File: src/rtl/fifo_read_stage.sv
// fifo_read_stage: read side of a synchronous FIFO. It drives the FIFO read
// enable, absorbs the FIFO's one-cycle registered read latency and re-presents
// the words on a valid/ready stream. A 2-entry skid buffer plus a credit rule
// (buffered + in-flight - popped < 2) sustains one word per cycle under
// backpressure without ever overflowing or reading an empty FIFO.
// Optional feature: define FIFO_RD_STATS_EN to add the STATS_WIDTH parameter
// and the wrapping beat_count output (words delivered since reset).
module fifo_read_stage #(
    parameter int DATA_WIDTH = 8
`ifdef FIFO_RD_STATS_EN
    ,
    parameter int STATS_WIDTH = 16
`endif
) (
    input  logic                  clock,
    input  logic                  reset,
    input  logic                  flush,
    input  logic                  fifo_empty,
    output logic                  fifo_rd_en,
    input  logic [DATA_WIDTH-1:0] fifo_rd_data,
    output logic                  m_valid,
    input  logic                  m_ready,
    output logic [DATA_WIDTH-1:0] m_data,
    output logic [1:0]            buf_count
`ifdef FIFO_RD_STATS_EN
    ,
    output logic [STATS_WIDTH-1:0] beat_count
`endif
);

    logic [DATA_WIDTH-1:0] entry0_q, entry0_d;
    logic [DATA_WIDTH-1:0] entry1_q, entry1_d;
    logic                  head_q, head_d;
    logic                  tail_q, tail_d;
    logic [1:0]            count_q, count_d;
    logic                  inflight_q, inflight_d;
    logic                  pop;
    logic                  capture;
    logic [2:0]            outstanding;

    assign pop       = m_valid & m_ready;
    assign capture   = inflight_q & ~flush;
    assign m_valid   = (count_q != 2'd0);
    assign m_data    = head_q ? entry1_q : entry0_q;
    assign buf_count = count_q;

    // Words that will occupy the buffer after this cycle's pop, counting the
    // read already in flight; pop implies count_q >= 1, so no underflow.
    assign outstanding = {1'b0, count_q} + {2'b00, inflight_q} - {2'b00, pop};

    // Read only when a slot is guaranteed for the returning word; gated by
    // reset so the enable drops the instant reset is asserted.
    assign fifo_rd_en = reset & ~fifo_empty & ~flush & (outstanding < 3'd2);

    // Next-state for the buffer: flush wins over both capture and pop.
    always_comb begin
        entry0_d   = entry0_q;
        entry1_d   = entry1_q;
        head_d     = head_q;
        tail_d     = tail_q;
        count_d    = count_q;
        inflight_d = fifo_rd_en;
        if (flush) begin
            head_d  = 1'b0;
            tail_d  = 1'b0;
            count_d = 2'd0;
        end else begin
            if (capture) begin
                if (tail_q) begin
                    entry1_d = fifo_rd_data;
                end else begin
                    entry0_d = fifo_rd_data;
                end
                tail_d = ~tail_q;
            end
            if (pop) begin
                head_d = ~head_q;
            end
            count_d = count_q + {1'b0, inflight_q} - {1'b0, pop};
        end
    end

    // Buffer, pointers and in-flight flag; all cleared by asynchronous reset.
    always_ff @(posedge clock or negedge reset) begin
        if (!reset) begin
            entry0_q   <= '0;
            entry1_q   <= '0;
            head_q     <= 1'b0;
            tail_q     <= 1'b0;
            count_q    <= 2'd0;
            inflight_q <= 1'b0;
        end else begin
            entry0_q   <= entry0_d;
            entry1_q   <= entry1_d;
            head_q     <= head_d;
            tail_q     <= tail_d;
            count_q    <= count_d;
            inflight_q <= inflight_d;
        end
    end

`ifdef FIFO_RD_STATS_EN
    logic [STATS_WIDTH-1:0] beat_q, beat_d;

    assign beat_count = beat_q;

    // Delivered-word counter; wraps naturally and ignores flush.
    always_comb begin
        beat_d = beat_q + {{(STATS_WIDTH-1){1'b0}}, pop};
    end

    // Counter register, cleared only by reset.
    always_ff @(posedge clock or negedge reset) begin
        if (!reset) begin
            beat_q <= '0;
        end else begin
            beat_q <= beat_d;
        end
    end
`endif

endmodule

File: config.mk
export PLATFORM = sky130hd
export DESIGN_NAME = fifo_read_stage
export DESIGN_NICKNAME = d
export VERILOG_FILES = /design/src/rtl/fifo_read_stage.sv
export SDC_FILE = /design/constraint.sdc
export NUM_CORES = 1
export LEC_CHECK = 0
export BUFFER_PORTS_ARGS = -buffer_cell sky130_fd_sc_hd__buf_2
export CELL_PAD_IN_SITES_DETAIL_PLACEMENT = 0
export CELL_PAD_IN_SITES_GLOBAL_PLACEMENT = 1
export CORE_MARGIN = 4
export CORE_UTILIZATION = 35
export CTS_CLUSTER_SIZE = 14
export DETAILED_ROUTE_END_ITERATION = 12
export GPL_ROUTABILITY_DRIVEN = 0
export GPL_TIMING_DRIVEN = 0
export HOLD_SLACK_MARGIN = 0.02
export PLACE_DENSITY_LB_ADDON = 0.08
export RECOVER_POWER = 50
export SLEW_MARGIN = 10
export SYNTH_ARGS = -nofsm -noshare
export SYNTH_HDL_FRONTEND = slang
export SYNTH_SLANG_ARGS = --single-unit
File: constraint.sdc
create_clock -name clock -period 2.5 [get_ports clock]
set_clock_uncertainty 0.15 [all_clocks]
set_input_delay 0.5 -clock clock [delete_from_list [all_inputs] [get_ports clock]]
set_output_delay 0.5 -clock clock [all_outputs]
set_load 0.02 [all_outputs]
==> impl_metrics.tcl, run 1 <==
set metrics [dict create \
    start_kind "flop" \
    wl_per_cell_um 13.8 \
    dr.max_layer_used "met4" \
    tightest_slew_ns 0.571 \
    violations "setup timing" \
    grt-ovfl-total 0 \
    final_cell_mix "mux2_2 (25), buf_2 (22), dfrtp_1 (19)" \
    cp.arrival_ns 2.42 \
    post_synth_instance_area_um2 985 \
    clk_path_buf_depth 2 \
    insertion_delay_ns 0.31 \
    io_pins 25 \
    leakage_nw 0.620 \
    area_delta_synth_final_pct 25.5 \
    p_int_w 0.000879 \
    io_buffer_count 23 \
    synth_compound_area_share_pct 0.762 \
    drive_above_1_share_pct 67.0 \
    drcViolationCount 0 \
    synth-simple-area-share_pct 8.39 \
    wl_met3_um 109 \
    start_util_pct 38.0 \
    required_ns 1.85 \
    hold_path.class "in -> reg" \
    wl_met1_um 812 \
    ys_warn_count 0 \
    sequentialPowerShare_pct 39.0 \
    cts_root_buffer "clkbuf_4" \
    max_slew_margin_pct 61.8 \
    antenna_found_initial 0 \
    grt_setup_unrepaired "yes" \
    synth_xor_area_share_pct 1.78 \
    p_clk_share_pct 11.9 \
    cp_max_fo 5 \
    die-width_um 61.0 \
    p_sw_w 0.000503 \
    core-area_mm2 0.00259 \
    dp_cells 121 \
    maxCapViolCount 0 \
    num_rows 18 \
    syn_nets 84 \
    wl_met2_um 854 \
    fmax_mhz 325 \
    firstDrtPassIters 3 \
    p_per_area_mw_per_mm2 1120 \
    cts_sinks 21 \
    die_h_um 61.0 \
    grt_pass1_wl_um 3210 \
    report.final.slew_viol_count 0 \
    ys_seq_area_share_pct 53.4 \
    syn_avg_cell_area_um2 14.5 \
    h-tree-depth 1 \
    p_comb_share_pct 49.1 \
    synth_top_family_by_area "multiplexers" \
    hpwl_um 1250 \
    finalSetupTns_ns -0.574 \
    ys_types 16 \
    antenna_left 0 \
    outcome "complete, but fails checks" \
    diodes 0 \
    nNetsFinal 117 \
    max_stage_delay_ns 0.45 \
    viasPerCell 4.78 \
    routed_wl_um 1790 \
    final-hold-violation-count 0 \
    hold_ws_ns 0.278 \
    muxShareOfSynthArea_pct 28.6 \
    cts_tree "built" \
    grt_pass1_vias 707 \
    cts.clk_slew.worst_paths_ns 0.13 \
    die-area_mm2 0.00373 \
    ir_drop_mv 0.590 \
    period_minus_slack_ns 3.07 \
    swShare_pct 36.4 \
    design_area_mm2 0.00124 \
    setup_violations 1 \
    drt_iter0_markers 18 \
    synth-seq-cells 21 \
    critical_path_class "reg -> out" \
    vias 621 \
    power.total_w 0.00138 \
    instances_no_fill 130 \
    fin_crit_sh_pct 123 \
    synthCells 68 \
    crit_chain "o21a_1, ha_1, inv_1, ha_2, fa_1, nand2b_4, nor4_4, buf_4" \
    grt_usage_pct 11.8 \
    end_kind "output pin" \
    synthAdderAreaFrac_pct 4.57 \
    timing.final.ws_setup_ns -0.574 \
    cts_buffers 3 \
    crit_slowest_cell "dfrtp_2" \
    grt_max_degree 13 \
    dpl_cell_area_mm2 0.00116 \
    layout_commonest_cell "mux2_2" \
]
[critical path, delay by kind of cell, from the launching register on]
family | cells | cell delay, ns
flip-flops | 1 | 0.45
adder cells (fa/ha/maj) | 3 | 0.87
buffers and inverters | 2 | 0.22
AND/OR/NAND/NOR | 2 | 0.38
AO/OA/AOI/OAI | 1 | 0.21
[path summary, 6_finish.rpt]
kind	from	end	slack [ns]	depth (start not counted)
worst max-delay path	buf_count[1]	fifo_rd_en	-0.57	8
worst min-delay path	fifo_rd_data[3]	entry1_q[3]	0.28	2
min in group asynchronous	reset	inflight_q	0.55	2
max in group asynchronous	reset	buf_count[0]	1.20	2
worst min register to register	entry1_q[3]	entry1_q[3]	0.37	1
worst max register to register	buf_count[1]	inflight_q	0.22	8
[kinds of logic (layout without fill, tap and decap cells)]
| family | Yosys count | count (layout) |
|---|---|---|
| muxes | 25 | 25 |
| DFF | 21 | 21 |
| and+or+nand+nor | 10 | 10 |
| buffers and inverters | 6 | 38 |
| adders and majority gates | 3 | 3 |
| xor gates and xnor gates | 2 | 2 |
| AOI/OAI and AO/OA | 1 | 1 |
[layer usage]
metal | vias up | track usage, %
li1 | 295 | -
met1 | 306 | 16.3
met2 | 18 | 18.4
met3 | 2 | 3.77
met4 | 0 | 1.86
met5 | - | 0
[state kept, by name, indices dropped and copies added (netlist names)]
register    count
buf_count       2
entry0_q        8
entry1_q        8
head_q          1
inflight_q      1
tail_q          1
[power groups by stage]
stage	registers, W	clock network [W]	logic (W)
CTS	0.000540	0.000174	0.000695
finish	0.000539	0.000164	0.000678
global route	0.000563	0.000186	0.000752
global placement	0.000546	0	0.000651
floorplan	0.000550	0	0.000482
detailed placement	0.000551	0	0.000660
[timing repair]
action                                 4_1_cts  5_1_grt
hold buffers                                 2        0
setup endpoints to repair                    1        1
buffers inserted                             3        0
endpoints found under the hold margin       12        0
resized for setup                            2        0
pin swaps                                    2        0
[cells in the mapped netlist]
cell | instances | share of area, %
nand3b_2 | 1 | 1.1
nor4_1 | 1 | 0.64
or2_2 | 1 | 0.64
ha_1 | 2 | 2.5
mux2_2 | 25 | 29
fa_1 | 1 | 2.0
xnor2_1 | 2 | 1.8
inv_1 | 4 | 1.5
nor2_1 | 2 | 0.76
nor3b_4 | 1 | 1.9
nand2b_1 | 1 | 0.64
o21a_1 | 1 | 0.76
dfrtp_1 | 21 | 53
clkbuf_2 | 1 | 0.51
and2b_2 | 3 | 2.7
buf_2 | 1 | 0.51
[per-stage QoR]
step                      util [%]  worst slack [ns]
final                         47.7            -0.574
after global routing          47.7            -0.691
after CTS                     47.8            -0.604
after detailed placement      44.9            -0.474
after global placement        44.9            -0.464
after floorplan                  -            -0.281
[final cells by class]
type,count,area [µm²]
repair buffers,28,160
well taps,30,37.5
flip-flops and latches,21,528
fillers,250,1350
clock buffers,3,22.5
inverters,4,15.0
multi-input cells,41,459
clock inverters,1,5.00
plain buffers,2,8.76
Note: power is estimated with default switching activity, not from simulation.
==> inputs of run 2 (changes only) <==
Settings changed: BUFFER_PORTS_ARGS -buffer_cell sky130_fd_sc_hd__buf_2 to not set, DONT_BUFFER_PORTS set to 1.
==> run 2 against run 1 <==
  * The run still ends with setup timing left
  * Sequential share of layout area grew 6.1 points
  * First-iteration DRC count shrank 67%
  * Sequential power increased by 4%
  * Total power decreased by 8.3%
  * Non-clock buffer count is 26 lower
  * Clock-buffer cell count is the same
  * Flip-flop and latch count did not move
  * Register-to-register slack got worse by 0.17 ns
  * Clock power rose by 5%
  * Routed wire length shrank 4.2%
==> impl_metrics.tcl, run 2 (synthesis results as in run 1) <==
set metrics [dict create \
    antenna_left 0 \
    outcome "complete, but fails checks" \
    p_per_area_mw_per_mm2 1170 \
    critical_path_buf_inv_count 1 \
    h-tree-depth 1 \
    fin_crit_sh_pct 125 \
    grt_usage_pct 10.7 \
    layout_commonest_cell "mux2_2" \
    maxCapViolCount 0 \
    vias 539 \
    required_ns 1.85 \
    sequentialPowerShare_pct 44.1 \
    seq_area_um2 528 \
    cp.arrival_ns 2.47 \
    swShare_pct 37.5 \
    p_int_w 0.000791 \
    fmax_mhz 321 \
    end_kind "output pin" \
    cts_root_buffer "clkbuf_4" \
    crit_chain "o21a_1, ha_1, inv_1, ha_2, fa_1, nand2b_4, nor4_4" \
    period_minus_slack_ns 3.12 \
    violations "setup timing" \
    grt_pass1_wl_um 2830 \
    die-width_um 61.0 \
    final_cell_mix "mux2_2 (25), dfrtp_1 (19), inv_1 (4)" \
    final_core_util_pct 41.7 \
    wl_per_cell_um 16.5 \
    num_rows 18 \
    final-hold-violation-count 0 \
    nNetsFinal 91 \
    hold_ws_ns 0.118 \
    power.total_w 0.00127 \
    start_kind "flop" \
    cpLargestDelayFamily "adder cells" \
    max_slew_margin_pct 16.7 \
    drive_above_1_share_pct 54.1 \
    diodes 0 \
    multi_input_area_um2 444 \
    cp_max_fo 5 \
    routed_wl_um 1720 \
    core-area_mm2 0.00259 \
    start_util_pct 38.0 \
    firstDrtPassIters 2 \
    critical_path_class "reg -> out" \
    io_buffer_count 0 \
    max_stage_delay_ns 0.50 \
    drt_iter0_markers 6 \
    cts_tree "built" \
    ir_drop_mv 0.453 \
    clk_path_buf_depth 2 \
    io_pins 25 \
    dp_cells 98 \
    n_fill_cell 250 \
    timing.final.ws_setup_ns -0.617 \
    cts_buffers 3 \
    drcViolationCount 0 \
    cts.clk_slew.worst_paths_ns 0.12 \
    p_sw_w 0.000475 \
    grt_pass1_vias 597 \
    insertion_delay_ns 0.31 \
    crit_slowest_cell "dfrtp_2" \
    grt_max_degree 22 \
    tightest_slew_ns 1.25 \
    grt_setup_unrepaired "yes" \
    p_clk_share_pct 13.6 \
    die-area_mm2 0.00373 \
    viasPerCell 5.18 \
    report.final.slew_viol_count 0 \
    grt-ovfl-total 0 \
    leakage_nw 0.495 \
    p_comb_share_pct 42.3 \
    die_h_um 61.0 \
    instances_no_fill 104 \
    hpwl_um 1180 \
    antenna_found_initial 0 \
    hold_path.class "in -> reg" \
    area_delta_synth_final_pct 9.78 \
    setup_violations 1 \
    cts_sinks 21 \
]
==> run 2: cell types whose count changed in the layout (fill, tap and decap cells not counted), sizes merged <==
cell,change
clkinvlp,+1
dlygate4sd3,-1
clkbuf,-1
clkinv,-1
buf,-24
==> run 2: worst reg2reg max path: cells and delay by family, from the launching register on <==
family                   cells  cell delay, ns
adder cells (fa/ha/maj)      3            0.87
AND/OR/NAND/NOR              2            0.54
flip-flops                   1            0.50
AO/OA/AOI/OAI                1            0.23
buffers and inverters        1            0.04
==> run 2: repair_timing <==
item	CTS	global route
resized for setup	1	0
setup endpoints to repair	2	2
hold buffers	1	0
cloned	0	0
buffers inserted	1	0
hold endpoints to repair	21	0
pin swaps	2	0
==> run 2: power groups by stage <==
stage / combinational, W / clock, W / sequential (W)
floorplan: 0.000482 / 0 / 0.000550
global placement: 0.000527 / 0 / 0.000566
detailed placement: 0.000534 / 0 / 0.000571
CTS: 0.000553 / 0.000182 / 0.000564
global route: 0.000585 / 0.000199 / 0.000580
finish: 0.000536 / 0.000172 / 0.000558
==> run 2: final timing paths <==
kind | slack (ns) | endpoint | cells after the start | start
worst min-delay path | 0.12 | inflight_q | 1 | fifo_empty
worst min register to register | 0.36 | entry1_q[1] | 1 | entry1_q[1]
worst max register to register | 0.05 | inflight_q | 7 | buf_count[1]
max in group asynchronous | 0.90 | buf_count[1] | 1 | reset
min in group asynchronous | 0.64 | head_q | 1 | reset
worst max-delay path | -0.62 | fifo_rd_en | 7 | buf_count[1]
==> run 2: cell type report <==
type / count / area share (%)
clock buffers: 3 / 2.08
clock inverters: 1 / 0.694
well taps: 30 / 3.47
plain buffers: 2 / 0.810
inverters: 4 / 1.39
repair buffers: 2 / 1.62
multi-input cells: 41 / 41.1
flip-flops and latches: 21 / 48.8
==> run 2: per-layer routing <==
metal	global-route usage (%)	part of all wire, %
met5	0	0
met4	1.86	0.82
met3	6.71	10
met2	16.6	46
met1	12.8	43
==> run 2: stage by stage <==
| step | worst slack, ns | TNS [ns] | instance area, µm² |
|---|---|---|---|
| finish | -0.617 | -0.617 | 1080 |
| global route | -0.751 | -0.816 | 1080 |
| CTS | -0.653 | -0.653 | 1100 |
| detailed placement | -0.379 | -0.410 | 1050 |
| global placement | -0.371 | -0.395 | 1050 |
| floorplan | -0.281 | -0.281 | 1010 |
==> inputs of run 3 (changes only) <==
Settings changed: GPL_TIMING_DRIVEN 0 to not set, SKIP_LAST_GASP set to 1.
==> run 3 against run 2 <==
  * The run still ends with setup timing left
  * Clock power shrank 6%
  * Total power grew 2.0%
  * Die area is the same
  * Non-clock buffer count grew 4
  * Register-to-register slack gained 0.10 ns
  * Critical path type unchanged
==> impl_metrics.tcl, run 3 (synthesis results as in run 1) <==
set metrics [dict create \
    routed_wl_um 1660 \
    cp.arrival_ns 2.41 \
    end_kind "output pin" \
    critical_path_class "reg -> out" \
    period_minus_slack_ns 3.06 \
    rr_worst_depth 9 \
    p_per_area_mw_per_mm2 1160 \
    startpoint "buf_count[0]" \
    r2r_setup_slack_ns 0.15 \
    dpl_cell_area_mm2 0.00108 \
    die-width_um 61.0 \
    layout_commonest_cell "mux2_2" \
    grt_max_degree 22 \
    io_buffer_count 0 \
    cts.clk_slew.worst_paths_ns 0.12 \
    finalSetupTns_ns -0.559 \
    max_slew_margin_pct 37.8 \
    cts_buffers 3 \
    timing.final.ws_setup_ns -0.559 \
    grt_usage_pct 10.5 \
    die_h_um 61.0 \
    die-area_mm2 0.00373 \
    maxCapViolCount 0 \
    final_cell_mix "mux2_2 (25), dfrtp_1 (19), buf_4 (6)" \
    hpwl_um 1230 \
    start_util_pct 38.0 \
    outcome "complete, but fails checks" \
    fin_crit_sh_pct 122 \
    antenna_left 0 \
    nNetsFinal 95 \
    n_fill_cell 252 \
    required_ns 1.85 \
    grt_pass1_wl_um 2770 \
    design_area_mm2 0.00112 \
    leakage_nw 0.522 \
    fmax_mhz 327 \
    start_kind "flop" \
    drive_above_1_share_pct 57.7 \
    viasPerCell 5.14 \
    ir_drop_mv 0.519 \
    num_rows 18 \
    vias 555 \
    hold_path.class "in -> reg" \
    cts_root_buffer "clkbuf_4" \
    final-hold-violation-count 0 \
    area_delta_synth_final_pct 13.3 \
    diodes 0 \
    cts_tree "built" \
    clk_path_buf_depth 2 \
    cp_max_fo 2 \
    drt_iter0_markers 24 \
    grt_setup_unrepaired "yes" \
    hold_depth 1 \
    report.final.slew_viol_count 0 \
    cts_sinks 21 \
    setup_violations 1 \
    antenna_found_initial 0 \
    core-area_mm2 0.00259 \
    insertion_delay_ns 0.30 \
    tightest_slew_ns 0.930 \
    wl_per_cell_um 15.4 \
    grt-ovfl-total 0 \
    violations "setup timing" \
    firstDrtPassIters 2 \
    reg2reg_to "inflight_q" \
    cp-endpoint "fifo_rd_en" \
    grt_pass1_vias 605 \
    reg2reg_from "buf_count[0]" \
    h-tree-depth 1 \
    drcViolationCount 0 \
    io_pins 25 \
]
-- run 3: power breakdown --
group	internal [W]	switching [W]	total, W	leakage [nW]
registers	0.000471	0.0000748	0.000546	0.272
clock network	0.0000596	0.000103	0.000162	0.0177
logic	0.000287	0.000296	0.000583	0.232
-- run 3: metal layers --
metal	routed length, µm	global-route usage (%)	vias to the layer above
li1	-	-	257
met1	726	13.4	281
met2	765	15.6	15
met3	158	3.56	2
met4	13	5.57	0
met5	0	0	-
-- run 3: critical path, stage by stage, from the launching register on --
cell	delay, ns
dfrtp_2	0.42
o21a_1	0.20
ha_1	0.27
inv_1	0.04
ha_2	0.17
fa_1	0.47
nand2b_4	0.16
nor4_4	0.22
buf_4	0.18
-- run 3: area by class of cell --
class,instances,area [µm²],area share [%]
sequential,21,528,47.3
timing repair buffer,8,58.8,5.27
tap,30,37.5,3.36
multi-input combinational,41,449,40.2
inverter,4,15.0,1.35
clock inverter,1,5.00,0.448
clock buffer,3,22.5,2.02
-- run 3: worst min-delay path by stage --
| stage | slack, ns | to | startpoint |
|---|---|---|---|
| final | 0.1 | tail_q | flush |
| after global routing | 0.07 | tail_q | flush |
| after CTS | 0.08 | tail_q | flush |
| after detailed placement | 0.06 | buf_count[1] | reset |
| after global placement | 0.05 | buf_count[1] | reset |
| after floorplan | 0.05 | buf_count[0] | reset |
-- run 3: through the flow --
step / util, % / instances / power, W / setup WS [ns] / hold WS, ns
floorplan: - / 68 / 0.00103 / -0.281 / 0.0544
global placement: 41.8 / 102 / 0.00113 / -0.299 / 0.0550
detailed placement: 41.8 / 102 / 0.00114 / -0.331 / 0.0551
CTS: 43.5 / 108 / 0.00133 / -0.596 / 0.0785
global route: 43.1 / 108 / 0.00140 / -0.694 / 0.0660
finish: 43.1 / 108 / 0.00129 / -0.559 / 0.0952
-- run 3: repair_timing --
| item | 4_1_cts | 5_1_grt |
|---|---|---|
| buffers inserted | 1 | 0 |
| resized for setup | 0 | 1 |
| pin swaps | 1 | 1 |
| setup endpoints to repair | 1 | 1 |
| hold endpoints to repair | 21 | 0 |
| hold buffers | 1 | 0 |
